## src/rtl/uart_loader_pkg.sv

```systemverilog
// Shared types and protocol constants for the UART program loader.
// Optional feature macro: LOADER_CHECKSUM_EN (enables the trailing CHK byte).
package loader_pkg;

  typedef enum logic [2:0] {
    S_LEN_HI,
    S_LEN_LO,
    S_DATA_HI,
    S_DATA_LO,
    S_CHK,
    S_DONE,
    S_ERR
  } loaderState_e;

  typedef enum logic [1:0] {
    RX_IDLE,
    RX_START,
    RX_DATA,
    RX_STOP
  } rxState_e;

  // Number of length-prefix bytes ahead of the word stream.
  localparam int LEN_BYTES = 2;
  // Initial value of the running XOR over data bytes.
  localparam logic [7:0] CHK_SEED = 8'h00;

endpackage

```

## src/rtl/uart_loader_if.sv

```systemverilog
// Memory write port driven by the loader: address, data word and write strobe.
interface uart_loader_if #(
  parameter int MEM_AW = 16
);
  logic [MEM_AW-1:0] memAddr;
  logic [15:0]       memData;
  logic              memWE;

  modport master (output memAddr, output memData, output memWE);
  modport slave  (input  memAddr, input  memData, input  memWE);
endinterface

```

## src/rtl/uart_rx.sv

```systemverilog
// 8N1 UART receiver: 2-flop synchroniser, start-bit glitch rejection,
// mid-bit sampling, one-cycle byteValid / frameErr strobes.
module uart_rx
  import loader_pkg::*;
#(
  parameter int CLKS_PER_BIT = 104
) (
  input  logic       clk,
  input  logic       rst,
  input  logic       rx,
  output logic [7:0] rxByte,
  output logic       byteValid,
  output logic       frameErr
);

  localparam int CW = $clog2(CLKS_PER_BIT);
  localparam logic [CW-1:0] HALF_END = CW'(CLKS_PER_BIT / 2 - 1);
  localparam logic [CW-1:0] BIT_END  = CW'(CLKS_PER_BIT - 1);

  rxState_e      st, stNext;
  logic          rxMeta, rxSync, rxPrev;
  logic [CW-1:0] baudCnt;
  logic [2:0]    bitIdx;
  logic          halfHit, fullHit;

  assign halfHit = (baudCnt == HALF_END);
  assign fullHit = (baudCnt == BIT_END);

  // Synchronise the asynchronous line and keep the previous value for edge detection.
  always_ff @(posedge clk or posedge rst) begin
    if (rst) begin
      rxMeta <= 1'b1;
      rxSync <= 1'b1;
      rxPrev <= 1'b1;
    end else begin
      rxMeta <= rx;
      rxSync <= rxMeta;
      rxPrev <= rxSync;
    end
  end

  // Receiver state register.
  always_ff @(posedge clk or posedge rst) begin
    if (rst) st <= RX_IDLE;
    else     st <= stNext;
  end

  // Frame sequencing: start edge, half-bit start check, 8 data bits, stop bit.
  always_comb begin
    stNext = st;
    case (st)
      RX_IDLE:  if (rxPrev && !rxSync) stNext = RX_START;
      RX_START: if (halfHit) stNext = rxSync ? RX_IDLE : RX_DATA;
      RX_DATA:  if (fullHit && bitIdx == 3'd7) stNext = RX_STOP;
      RX_STOP:  if (fullHit) stNext = RX_IDLE;
      default:  stNext = RX_IDLE;
    endcase
  end

  // Baud/bit counters, LSB-first shift register and the output strobes.
  always_ff @(posedge clk or posedge rst) begin
    if (rst) begin
      baudCnt   <= '0;
      bitIdx    <= '0;
      rxByte    <= '0;
      byteValid <= 1'b0;
      frameErr  <= 1'b0;
    end else begin
      if (st == RX_IDLE || stNext != st || fullHit) baudCnt <= '0;
      else                                          baudCnt <= baudCnt + 1'b1;
      if (st == RX_START)                bitIdx <= '0;
      else if (st == RX_DATA && fullHit) bitIdx <= bitIdx + 3'd1;
      if (st == RX_DATA && fullHit) rxByte <= {rxSync, rxByte[7:1]};
      byteValid <= (st == RX_STOP) && fullHit && rxSync;
      frameErr  <= (st == RX_STOP) && fullHit && !rxSync;
    end
  end

endmodule

```

## src/rtl/uart_loader.sv

```systemverilog
// Serial program loader: length-prefixed big-endian word stream over UART,
// written to memory from address 0; holds the CPU in reset until complete.
// Optional feature macro: LOADER_CHECKSUM_EN (XOR check byte after the image).
module uart_loader
  import loader_pkg::*;
#(
  parameter int CLKS_PER_BIT = 104,
  parameter int MEM_AW       = 16
) (
  input  logic          clk,
  input  logic          rst,
  input  logic          rx,
  uart_loader_if.master mem,
  output logic          cpuRst,
  output logic          done,
  output logic          error
);

`ifdef LOADER_CHECKSUM_EN
  localparam loaderState_e AFTER_IMAGE = S_CHK;
`else
  localparam loaderState_e AFTER_IMAGE = S_DONE;
`endif

  loaderState_e state, stateNext;
  logic [7:0]   rxByte;
  logic         byteValid, frameErr;
  logic [15:0]  wordLen;
  logic [15:0]  wordCnt;
  logic [7:0]   hiByte;
  logic         wrEn;
  logic         lastWord;
`ifdef LOADER_CHECKSUM_EN
  logic [7:0]   chkAcc;
`endif

  uart_rx #(.CLKS_PER_BIT(CLKS_PER_BIT)) rxInst (
    .clk       (clk),
    .rst       (rst),
    .rx        (rx),
    .rxByte    (rxByte),
    .byteValid (byteValid),
    .frameErr  (frameErr)
  );

  assign lastWord = (wordCnt == wordLen - 16'd1);

  // Loader state register.
  always_ff @(posedge clk or posedge rst) begin
    if (rst) state <= S_LEN_HI;
    else     state <= stateNext;
  end

  // Byte protocol sequencing; terminal states swallow everything until reset.
  always_comb begin
    stateNext = state;
    wrEn      = 1'b0;
    if (frameErr && state != S_DONE && state != S_ERR) begin
      stateNext = S_ERR;
    end else if (byteValid) begin
      case (state)
        S_LEN_HI:  stateNext = S_LEN_LO;
        S_LEN_LO:  stateNext = ({wordLen[15:8], rxByte} != 16'd0) ? S_DATA_HI : AFTER_IMAGE;
        S_DATA_HI: stateNext = S_DATA_LO;
        S_DATA_LO: begin
          wrEn      = 1'b1;
          stateNext = lastWord ? AFTER_IMAGE : S_DATA_HI;
        end
`ifdef LOADER_CHECKSUM_EN
        S_CHK:     stateNext = (chkAcc == rxByte) ? S_DONE : S_ERR;
`endif
        default:   stateNext = state;
      endcase
    end
  end

  // Length and high-byte capture; only read after being written in this load.
  always_ff @(posedge clk) begin
    if (byteValid && state == S_LEN_HI)  wordLen[15:8] <= rxByte;
    if (byteValid && state == S_LEN_LO)  wordLen[7:0]  <= rxByte;
    if (byteValid && state == S_DATA_HI) hiByte        <= rxByte;
  end

  // Memory write port, word index and registered status outputs.
  always_ff @(posedge clk or posedge rst) begin
    if (rst) begin
      wordCnt     <= '0;
      mem.memAddr <= '0;
      mem.memData <= '0;
      mem.memWE   <= 1'b0;
      cpuRst      <= 1'b1;
      done        <= 1'b0;
      error       <= 1'b0;
    end else begin
      mem.memWE <= wrEn;
      if (wrEn) begin
        mem.memAddr <= MEM_AW'(wordCnt);
        mem.memData <= {hiByte, rxByte};
        wordCnt     <= wordCnt + 16'd1;
      end
      cpuRst <= (stateNext != S_DONE);
      done   <= (stateNext == S_DONE);
      error  <= (stateNext == S_ERR);
    end
  end

`ifdef LOADER_CHECKSUM_EN
  // Running XOR over data bytes only.
  always_ff @(posedge clk or posedge rst) begin
    if (rst) chkAcc <= CHK_SEED;
    else if (byteValid && (state == S_DATA_HI || state == S_DATA_LO)) chkAcc <= chkAcc ^ rxByte;
  end
`endif

endmodule

```

## src/flat_wrapper.sv

```systemverilog
// flat-port wrapper written by rule: the top's interface ports become plain ports
module uart_loader_flat import loader_pkg::*;
#(
  parameter int CLKS_PER_BIT = 104,
  parameter int MEM_AW       = 16
)
  (clk, rst, rx, cpuRst, done, error, mem_memAddr, mem_memData, mem_memWE);
  uart_loader_if #(.MEM_AW(MEM_AW)) mem_i ();
  input  logic clk;
  input  logic rst;
  input  logic rx;
  output logic cpuRst;
  output logic done;
  output logic error;
  output wire logic [$bits(mem_i.memAddr)-1:0] mem_memAddr;
  output wire logic [$bits(mem_i.memData)-1:0] mem_memData;
  output wire logic [$bits(mem_i.memWE)-1:0] mem_memWE;
  assign mem_memAddr = mem_i.memAddr;
  assign mem_memData = mem_i.memData;
  assign mem_memWE = mem_i.memWE;
  uart_loader #(.CLKS_PER_BIT(CLKS_PER_BIT), .MEM_AW(MEM_AW)) u_core (.clk(clk), .rst(rst), .rx(rx), .mem(mem_i), .cpuRst(cpuRst), .done(done), .error(error));
endmodule
```

## config.mk

```make
export PLATFORM = sky130hd
export DESIGN_NAME = uart_loader_flat
export DESIGN_NICKNAME = d
export VERILOG_FILES = /design/src/rtl/uart_loader_pkg.sv /design/src/rtl/uart_loader_if.sv /design/src/rtl/uart_rx.sv /design/src/rtl/uart_loader.sv /design/src/flat_wrapper.sv
export SDC_FILE = /design/constraint.sdc
export NUM_CORES = 1
export LEC_CHECK = 0
export CAP_MARGIN = 20
export CORE_MARGIN = 10
export CORE_UTILIZATION = 55
export CTS_CLUSTER_DIAMETER = 80
export CTS_CLUSTER_SIZE = 10
export DETAILED_ROUTE_END_ITERATION = 7
export PLACE_DENSITY = 0.76
export SLEW_MARGIN = 20
export SYNTH_ARGS = -nofsm -noshare
export SYNTH_HDL_FRONTEND = slang
export SYNTH_SLANG_ARGS = --single-unit
```

## constraint.sdc

```tcl
create_clock -name clk -period 5.69 [get_ports clk]
set_input_delay 0.8535 -clock clk [delete_from_list [all_inputs] [get_ports clk]]
set_output_delay 0.8535 -clock clk [all_outputs]
set_load 0.05 [all_outputs]
```

-- Yosys cells after proc, flatten, opt, wreduce, memory -nomap -nowiden
Cells that the tools add are included.
- register bits: 104
- word-level logic and storage cells: 75
- bits of input ports: 3
- bits in read-only memories: 0
- output and inout bits: 36
- memories kept: 0
- memory bits (writable): 0
- latch bits: 0
- magnitude comparators: 0
- eq/ne operators: 16
- divide/modulo/power cells: 0
- reductions and logical operators: 18
- multiplexer cells: 17
- shifts and indexed selects: 0
- bitwise logic cells: 0
- $add $sub $neg: 4
- multiply operators: 0
- operators by type and width (operator ; count):
    $mux 3 ; 6
    $add 16x1->16 const B ; 1
    $eq 16x16->1 ; 1
    $reduce_bool 16->1 ; 1
    $sub 16x1->16 const B ; 1
    $pmux 3 s4 ; 1
    $logic_and 1x1->1 ; 11
    $mux 2 ; 5
    $eq 3x3->1 const B ; 3
    $ne 3x3->1 const B ; 3
    $pmux 2 s4 ; 1
    $add 7x1->7 const B ; 1
    $eq 7x6->1 const B ; 1
    $eq 7x7->1 const B ; 1
    $mux 7 ; 1
    $eq 3x2->1 const B ; 2
    $eq 2x2->1 const B ; 2
    $add 3x1->3 const B ; 1
    $eq 3x1->1 const B ; 1
    $logic_not 3->1 ; 1
    $mux 1 ; 3
    $eq 2x1->1 const B ; 1
    $logic_not 2->1 ; 1
    $logic_or 1x1->1 ; 2
    3 further kinds ; 3

-- Longest topological paths before layout
Gate-level depths: netlist of the first run.
- depth after elaboration: 8
- depth in mapped cells: 11
- depth with buffers taken out: 9

-- Modules after synthesis
A second synthesis of the first run with hierarchy kept.
- cells, all modules: 372
- area total of the unflattened synthesis: 4714.5 µm²
- by module, submodules not included (module ; area each (µm²) ; instances ; cells each ; sequential area each (µm²)):
    uart_loader ; 3567.2 ; 1 ; 279 ; 2098.3
    uart_rx ; 1147.4 ; 1 ; 93 ; 629.4

-- Least setup slack after synthesis of the first run
Ideal clock, no wire load.
- kind: register to register
- start: reg u_core.wordLen[0]
- end: reg u_core.cpuRst
- slack: 3064 ps
- data required time: 5612 ps
- period minus slack after synthesis: 2626 ps
- path buffers: 2
- cell stages (with the launch flop): 12
- data arrival time: 2547 ps
- setup time: 78 ps
- cells stage by stage: edfxtp_1 -> inv_1 -> ha_1 -> buf_4 -> or3b_1 -> buf_2 -> nor3_2 -> a21oi_1 -> or4_1 -> nor4_2 -> nand4_1 -> a31o_1
- cells in the longest elaborated chain, start to end: 7
- RTL lines (element ; line ; text):
    from (decl) ; uart_loader.sv:28 ; logic [15:0] wordLen;
    from (signal assigned) ; uart_loader.sv:80 ; if (byteValid && state == S_LEN_LO) wordLen[7:0] <= rxByte;
    $sub 16x1->16 ; uart_loader.sv:46 ; assign lastWord = (wordCnt == wordLen - 16'd1);
    $eq 16x16->1 ; uart_loader.sv:46 ;
    $mux 3 ; uart_loader.sv:67 ; stateNext = lastWord ? AFTER_IMAGE : S_DATA_HI;
    $pmux 3 s4 ; uart_loader.sv:61 ; case (state)
    $mux 3 ; uart_loader.sv:60 ; end else if (byteValid) begin
    $mux 3 ; uart_loader.sv:58 ; if (frameErr && state != S_DONE && state != S_ERR) begin
    $ne 3x3->1 ; uart_loader.sv:101 ; cpuRst <= (stateNext != S_DONE);
    to (signal assigned) ; uart_loader.sv:101 ;
    to (decl) ; uart_loader.sv:14 ; output logic cpuRst,
No other way between the ends.
A chain may end at the register's enable or synchronous reset.

-- Worst setup path after layout of the first run
Same ends and word-level chain as after synthesis.

==> reports/qor.csv, run 1 <==
stage,metric,value,unit
status,outcome,"finished, final reports clean",
place,DP Wirelength,6030,µm
synthesis,Mean Syn Cell Area,10.5,µm²
clock_tree,# H-tree levels,3,
clock_tree,clock latency on the worst-skew pair,0.36,ns
power,peak supply drop,0.000213,V
timing,Final Skew,0.0134,ns
synthesis,Mapped Area,4610,µm²
synthesis,top post-synthesis cells by area,"dfrtp_1 41%, edfxtp_1 16%, nand2_1 10%",
timing,total negative setup slack,0,ns
grt,first-pass GRT wire length,15500,µm
route,DR pass1 iterations,4,
setup_path,Critical Path Start Type,flop,
place,I/O Buffers,38,
place,gpl congestion,0.895,
synthesis,register bit total from synthesis,104,
synthesis,library cells used by synthesis,56,
worst_hold_path,Min-Delay Path Class,flop to flop,
route,via count,3169,
timing,fmax,333,MHz
timing,"Hold Vio Cnt, Final",0,
run,Max-Cap Viols,0,
setup_path,CP max FO,9,
clock_tree,CTS Root Cell,clkbuf_8,
clock_tree,TritonCTS clock tree,yes,
synthesis,Syn Nets,448,
clock_tree,CTS sink cnt,104,
setup_path,critical path class,flop to flop,
synthesis,"Async S/R FF share, synth",76.9,%
route,routed len/inst,15.4,µm
synthesis,"EDFF count, synth",24,
timing,"Slew Viols, Final",0,
clock_tree,Post-CTS Setup Inserts,0,
setup_path,Worst Path Required,6.00,ns
grt,grt ovf,0,
cells_and_area,share of layout cells above drive strength 1,7.13,%
die,I/O pin cnt,39,
clock_tree,Hold Buf Count CTS,0,
synthesis,largest area contributor in the synthesized netlist,dfrtp_1,
cells_and_area,Area Overhead vs Synth,14.3,%
grt,gr usage total,14.7,%
clock_tree,PostCTS Resize Cnt,0,
cells_and_area,post-layout net count,480,
synthesis,"count leader, synth",nand2_1,
route,initial DRC count,199,
grt,vias in the first global route,3173,
timing,final cycle utilization of the critical path,52.8,%
cells_and_area,ant diodes,0,
grt,largest net degree at the start of global routing,81,
route,"antenna viol nets, final",0,
synthesis,Syn Inst Count,440,
cells_and_area,"Core Util, Final",64.4,%
die,die width,112,µm
timing,slew margin rel.,34.4,%
synthesis,synth cell count leaders,"125 x nand2_1, 76 x dfrtp_1, 28 x xnor2_1",
route,final WL,8940,µm
timing,RSZ-0062 raised after global routing,no,
route,Via density,5.45,
synthesis,top_reg_cell synth,dfrtp_1,
setup_path,Worst Path Arrival,3.31,ns
setup_path,Critical Path Sink Type,flop,
power,pwr/cell area,263,nW/µm²
synthesis,post-synthesis sequential area ratio,59.2,%
timing,measured slew at the worst slew-check pin,0.985,ns
clock_tree,CTS max path bufs,2,
synthesis,area share of the largest cell type after synthesis,41.3,%
die,FP Rows,33,
power,leakage power,2.37,nW
timing,Final Critical Period,3.01,ns
synthesis,Ys Warns,0,
die,full die area,12400,µm²
clock_tree,TritonCTS Buffers,9,
die,die height,112,µm
route,DR DRC count,0,
clock_tree,"CTS clk-pin slew, worst paths",0.10,ns
die,Starting Density,56.4,%
die,Core ar.,8180,µm²
timing,# setup viols final,0,
grt,initial antenna violation count,0,
[kinds of logic after synthesis]
family | after synthesis | synth area share [%]
and+or+nand+nor | 215 | 21.4
DFF | 104 | 59.2
AOI/OAI and AO/OA | 42 | 6.13
xor gates and xnor gates | 39 | 7.41
buffers and inverters | 26 | 2.39
muxes | 9 | 2.14
adders and majority gates | 5 | 1.36
[layer usage]
| layer | wire length [µm] | GRT usage (%) | vias up |
|---|---|---|---|
| met4 | 102 | 5.23 | 0 |
| li1 | - | - | 1564 |
| met5 | 0 | 0 | - |
| met1 | 4100 | 19.2 | 1515 |
| met2 | 4160 | 23.0 | 82 |
| met3 | 577 | 3.86 | 8 |
[registers in the layout, summed over array words and instances (netlist names), 2 cells and up]
name / cells
u_core.hiByte: 8
u_core.rxInst.st: 2
u_core.state: 3
u_core.wordLen: 16
u_core.rxInst.bitIdx: 3
u_core.mem.memAddr: 16
u_core.wordCnt: 16
u_core.rxInst.rxByte: 8
u_core.rxInst.baudCnt: 7
u_core.mem.memData: 16
[layout by cell type (no fill, tap or decap), types with 7 or more instances in the layout]
cell / instances
a21oi_1: 9
nand3_1: 12
xor2_1: 11
xnor2_1: 28
dfrtp_1: 76
nor4_1: 9
nand4_1: 7
clkdlybuf4s50_1: 38
nor2_1: 23
edfxtp_1: 24
o21ai_0: 7
nand2_1: 125
clkbuf_8: 9
[stage by stage]
step | setup slack [ns] | cells | instance area, µm² | total power [mW] | hold WS, ns
floorplan | 2.79 | 440 | 4610 | 0.914 | 0.345
global placement | 2.80 | 565 | 5050 | 0.930 | 0.346
detailed placement | 2.76 | 565 | 5050 | 0.935 | 0.350
CTS | 2.70 | 581 | 5250 | 1.40 | 0.362
global route | 2.53 | 582 | 5270 | 1.45 | 0.368
finish | 2.68 | 582 | 5270 | 1.39 | 0.363
[critical path: stages (launching register included)]
cell and delay (ns):
edfxtp_1 0.50, inv_1 0.10, ha_1 0.32, or3b_1 0.50
nor3_2 0.16, a21oi_1 0.08, or4_1 0.42, nor4_2 0.41
nand4_1 0.22, a31o_1 0.27
[final timing paths]
kind	cells after the start	startpoint	to	slack, ns
max	9	u_core.wordLen[0]$_DFFE_PP_	u_core.cpuRst$_DFF_PP1_	2.68
min in group asynchronous	3	rst	u_core.mem.memAddr[14]$_DFFE_PP0P_	1.10
min reg2reg	0	u_core.rxInst.rxMeta$_DFF_PP1_	u_core.rxInst.rxSync$_DFF_PP1_	0.36
max in group asynchronous	3	rst	u_core.state[2]$_DFF_PP0_	3.94
min	0	u_core.rxInst.rxMeta$_DFF_PP1_	u_core.rxInst.rxSync$_DFF_PP1_	0.36
max reg2reg	9	u_core.wordLen[0]$_DFFE_PP_	u_core.cpuRst$_DFF_PP1_	2.68
[layout make-up]
type	instances	area, µm²
multi-input cells	310	1780
repair buffers	41	400
flip-flops and latches	104	2730
well taps	105	131
clock inverters	7	78.8
inverters	6	23.8
fillers	669	2910
clock buffers	9	124
[power breakdown]
| group | switching, mW | total, mW | internal, mW |
|---|---|---|---|
| registers | 0.0400 | 0.831 | 0.791 |
| clock network | 0.260 | 0.469 | 0.208 |
| logic | 0.0470 | 0.0881 | 0.0411 |
| total | 0.347 | 1.39 | 1.04 |
No activity file was read; power rests on OpenSTA's default activity.
==> run 2, diff against run 1 <==
--- a/config.mk
+++ b/config.mk
@@ -7,7 +7,7 @@
 export LEC_CHECK = 0
 export CAP_MARGIN = 20
 export CORE_MARGIN = 10
-export CORE_UTILIZATION = 55
+export CORE_UTILIZATION = 52
 export CTS_CLUSTER_DIAMETER = 80
 export CTS_CLUSTER_SIZE = 10
 export DETAILED_ROUTE_END_ITERATION = 7
==> constraint.sdc (replaced) <==
create_clock -name clk -period 2.6 [get_ports clk]
set_input_delay 0.39 -clock clk [delete_from_list [all_inputs] [get_ports clk]]
set_output_delay 0.39 -clock clk [all_outputs]
set_load 0.05 [all_outputs]
==> run 2 against run 1 <==
  * Sequential share of layout area down 1.6 points
  * Via count increased by 2.6%
  * Utilization shrank 1.7 points
  * Worst setup slack got worse by 2.6 ns
  * Final cell count is 3.1% higher
  * First-iteration DRC count shrank 5.0%
  * Hold slack worse by 0.00084 ns
  * Die area is 4.7% higher
  * Clock skew is 0.00099 ns higher
  * Design area rose by 3.3%
  * Sequential power grew 120%
==> reports/qor.csv, run 2 (synthesis results as in run 1) <==
stage,metric,value,unit,change
status,outcome,"finished, final reports clean",,
die,Core ar.,8680,µm²,+6.2%
setup_path,critical path class,flop to flop,,
clock_tree,clock latency on the worst-skew pair,0.37,ns,about the same
worst_hold_path,hold depth,0,,unchanged
die,I/O pin cnt,39,,unchanged
clock_tree,# H-tree levels,3,,unchanged
die,die height,114,µm,+2.3%
clock_tree,CTS sink cnt,104,,unchanged
timing,"Hold Vio Cnt, Final",0,,unchanged
power,Clock power frac,34.4,%,+0.6 points
cells_and_area,FF/Latch Area,2730,µm²,unchanged
route,final WL,9510,µm,+6.4%
grt,vias in the first global route,3195,,+0.69%
cells_and_area,share of layout cells above drive strength 1,11.0,%,+3.8 points
timing,RSZ-0062 raised after global routing,yes,,
setup_path,worst reg2reg path startpoint,u_core.wordLen[1]$_DFFE_PP_,,
setup_path,CP max FO,5,,-4
route,Via density,5.42,,-0.49%
timing,Final Critical Period,2.51,ns,-0.496 ns
power,Internal Power,2.29,mW,+120%
cells_and_area,Fill cells,745,,+11%
cells_and_area,most frequent cells in the layout,"125 x nand2_1, 76 x dfrtp_1, 38 x clkdlybuf4s50_1, 28 x xnor2_1, 24 x edfxtp_1",,
clock_tree,TritonCTS Buffers,9,,unchanged
clock_tree,TritonCTS clock tree,yes,,
route,routed len/inst,15.8,µm,+3.2%
clock_tree,Hold Buf Count CTS,0,,unchanged
grt,first-pass GRT wire length,16100,µm,+3.9%
timing,"Slew Viols, Final",0,,unchanged
route,"antenna viol nets, final",0,,unchanged
setup_path,Critical Path Start Type,flop,,
setup_path,Critical Path Sink Type,flop,,
grt,initial antenna violation count,0,,unchanged
cells_and_area,ant diodes,0,,unchanged
place,gpl congestion,0.859,,-4.0%
setup_path,Critical path origin,u_core.wordLen[1]$_DFFE_PP_,,
cells_and_area,post-layout net count,495,,+3.1%
setup_path,Worst Path Arrival,2.75,ns,-0.56 ns
die,FP Rows,34,,+3.0%
run,Max-Cap Viols,0,,unchanged
power,leakage power,2.47,nW,+4.2%
timing,fmax,398,MHz,+20%
cells_and_area,Area Overhead vs Synth,18.0,%,
route,initial DRC count,189,,-5.0%
clock_tree,CTS max path bufs,2,,unchanged
die,Starting Density,53.1,%,-3.3 points
route,DR pass1 iterations,4,,unchanged
timing,measured slew at the worst slew-check pin,0.551,ns,-0.433 ns
setup_path,cell depth of the worst flop-to-flop path,11,,+2
timing,Final Skew,0.0144,ns,+0.000988 ns
power,Net Switching,0.785,mW,+130%
worst_hold_path,HP Start,u_core.rxInst.rxMeta$_DFF_PP1_,,
worst_hold_path,Min-Delay Path Class,flop to flop,,
cells_and_area,"commonest non-fill, non-tap cell in the layout",nand2_1,,
setup_path,Worst Path Required,2.84,ns,-3.16 ns
power,peak supply drop,0.000527,V,+150%
cells_and_area,multi-input combinational cell area,1820,µm²,+2.0%
timing,Hold Slack,0.362,ns,-0.000838 ns
timing,final cycle utilization of the critical path,96.6,%,+44 points
clock_tree,CTS Root Cell,clkbuf_8,,
route,DR DRC count,0,,unchanged
power,Sw Share,25.5,%,+0.50 points
place,Placed Area,5170,µm²,+2.4%
power,Comb power frac,6.4,%,about the same
power,pwr/cell area,565,nW/µm²,+110%
route,via count,3251,,+2.6%
clock_tree,"CTS clk-pin slew, worst paths",0.11,ns,about the same
grt,largest net degree at the start of global routing,81,,unchanged
place,I/O Buffers,38,,unchanged
die,full die area,13000,µm²,+4.7%
grt,gr usage total,15.1,%,+0.44 points
power,Reg power frac,59.2,%,-0.7 points
timing,# setup viols final,0,,unchanged
grt,grt ovf,0,,unchanged
timing,slew margin rel.,63.0,%,+29 points
place,DP Wirelength,6670,µm,+11%
die,die width,114,µm,+2.3%
cells_and_area,post-route cell area,5440,µm²,+3.3%
==> run 2: cell count changes in the layout (fill, tap and decap cells not counted), sizes merged <==
cell	delta
clkinvlp	-1
inv	+2
clkinv	-1
clkbuf	-1
buf	+16
==> run 2: metal layers <==
layer	share of wire (%)	up-vias	track usage, %
met1	45	1598	19.6
li1	-	1591	-
met5	0	-	0
met3	4.3	8	3.35
met2	50	54	24.6
met4	1.0	0	4.59
==> run 2: power by group through the flow <==
stage          Sequential [mW]  Combinational, mW  Clock [mW]
2_1_floorplan             1.81              0.187           0
3_3_place_gp              1.85              0.192           0
3_5_place_dp              1.85              0.200           0
4_1_cts                   1.82              0.202        1.09
5_1_grt                   1.84              0.233        1.15
6_report                  1.82              0.196        1.06
==> run 2: stage by stage <==
step / setup TNS, ns / power, mW / utilization (%) / cells / worst slack (ns)
6_report: 0 / 3.08 / 62.7 / 600 / 0.0892
5_1_grt: -0.0385 / 3.22 / 62.7 / 600 / -0.0195
4_1_cts: 0 / 3.11 / 62.0 / 598 / 0.0432
3_5_place_dp: 0 / 2.05 / 59.6 / 582 / 0.0615
3_3_place_gp: 0 / 2.04 / 59.6 / 582 / 0.127
2_1_floorplan: 0 / 2.00 / - / 440 / 0.0169
==> run 2: timing repair <==
item,CTS,global route
setup endpoints to repair,0,5
setup buffers,0,2
resized for setup,0,9
==> run 2: area by class of cell <==
| cell class | instances | area share, % |
|---|---|---|
| Clock buffer | 9 | 2.28 |
| Clock inverter | 7 | 1.54 |
| Inverter | 6 | 0.437 |
| Multi-Input combinational cell | 310 | 33.4 |
| Sequential cell | 104 | 50.1 |
| Tap cell | 108 | 2.48 |
| Timing Repair Buffer | 56 | 9.71 |
==> run 2: path summary, 6_finish.rpt <==
kind                                                endpoint  slack [ns]
setup / recovery                   u_core.state[2]$_DFF_PP0_        0.09
hold / removal                u_core.rxInst.rxSync$_DFF_PP1_        0.36
setup reg to reg                   u_core.state[2]$_DFF_PP0_        0.09
hold reg to reg               u_core.rxInst.rxSync$_DFF_PP1_        0.36
max in group asynchronous            u_core.cpuRst$_DFF_PP1_        1.81
min in group asynchronous  u_core.mem.memData[4]$_DFFE_PP0P_        0.43
==> run 2: critical path: stages, from the launching register on <==
cell      delay, ns
edfxtp_1       0.45
inv_1          0.08
ha_1           0.15
or3b_4         0.40
buf_4          0.17
nor4_1         0.32
and3b_1        0.22
a21o_1         0.15
o311a_1        0.15
buf_4          0.14
nand4_1        0.08
o211ai_1       0.09
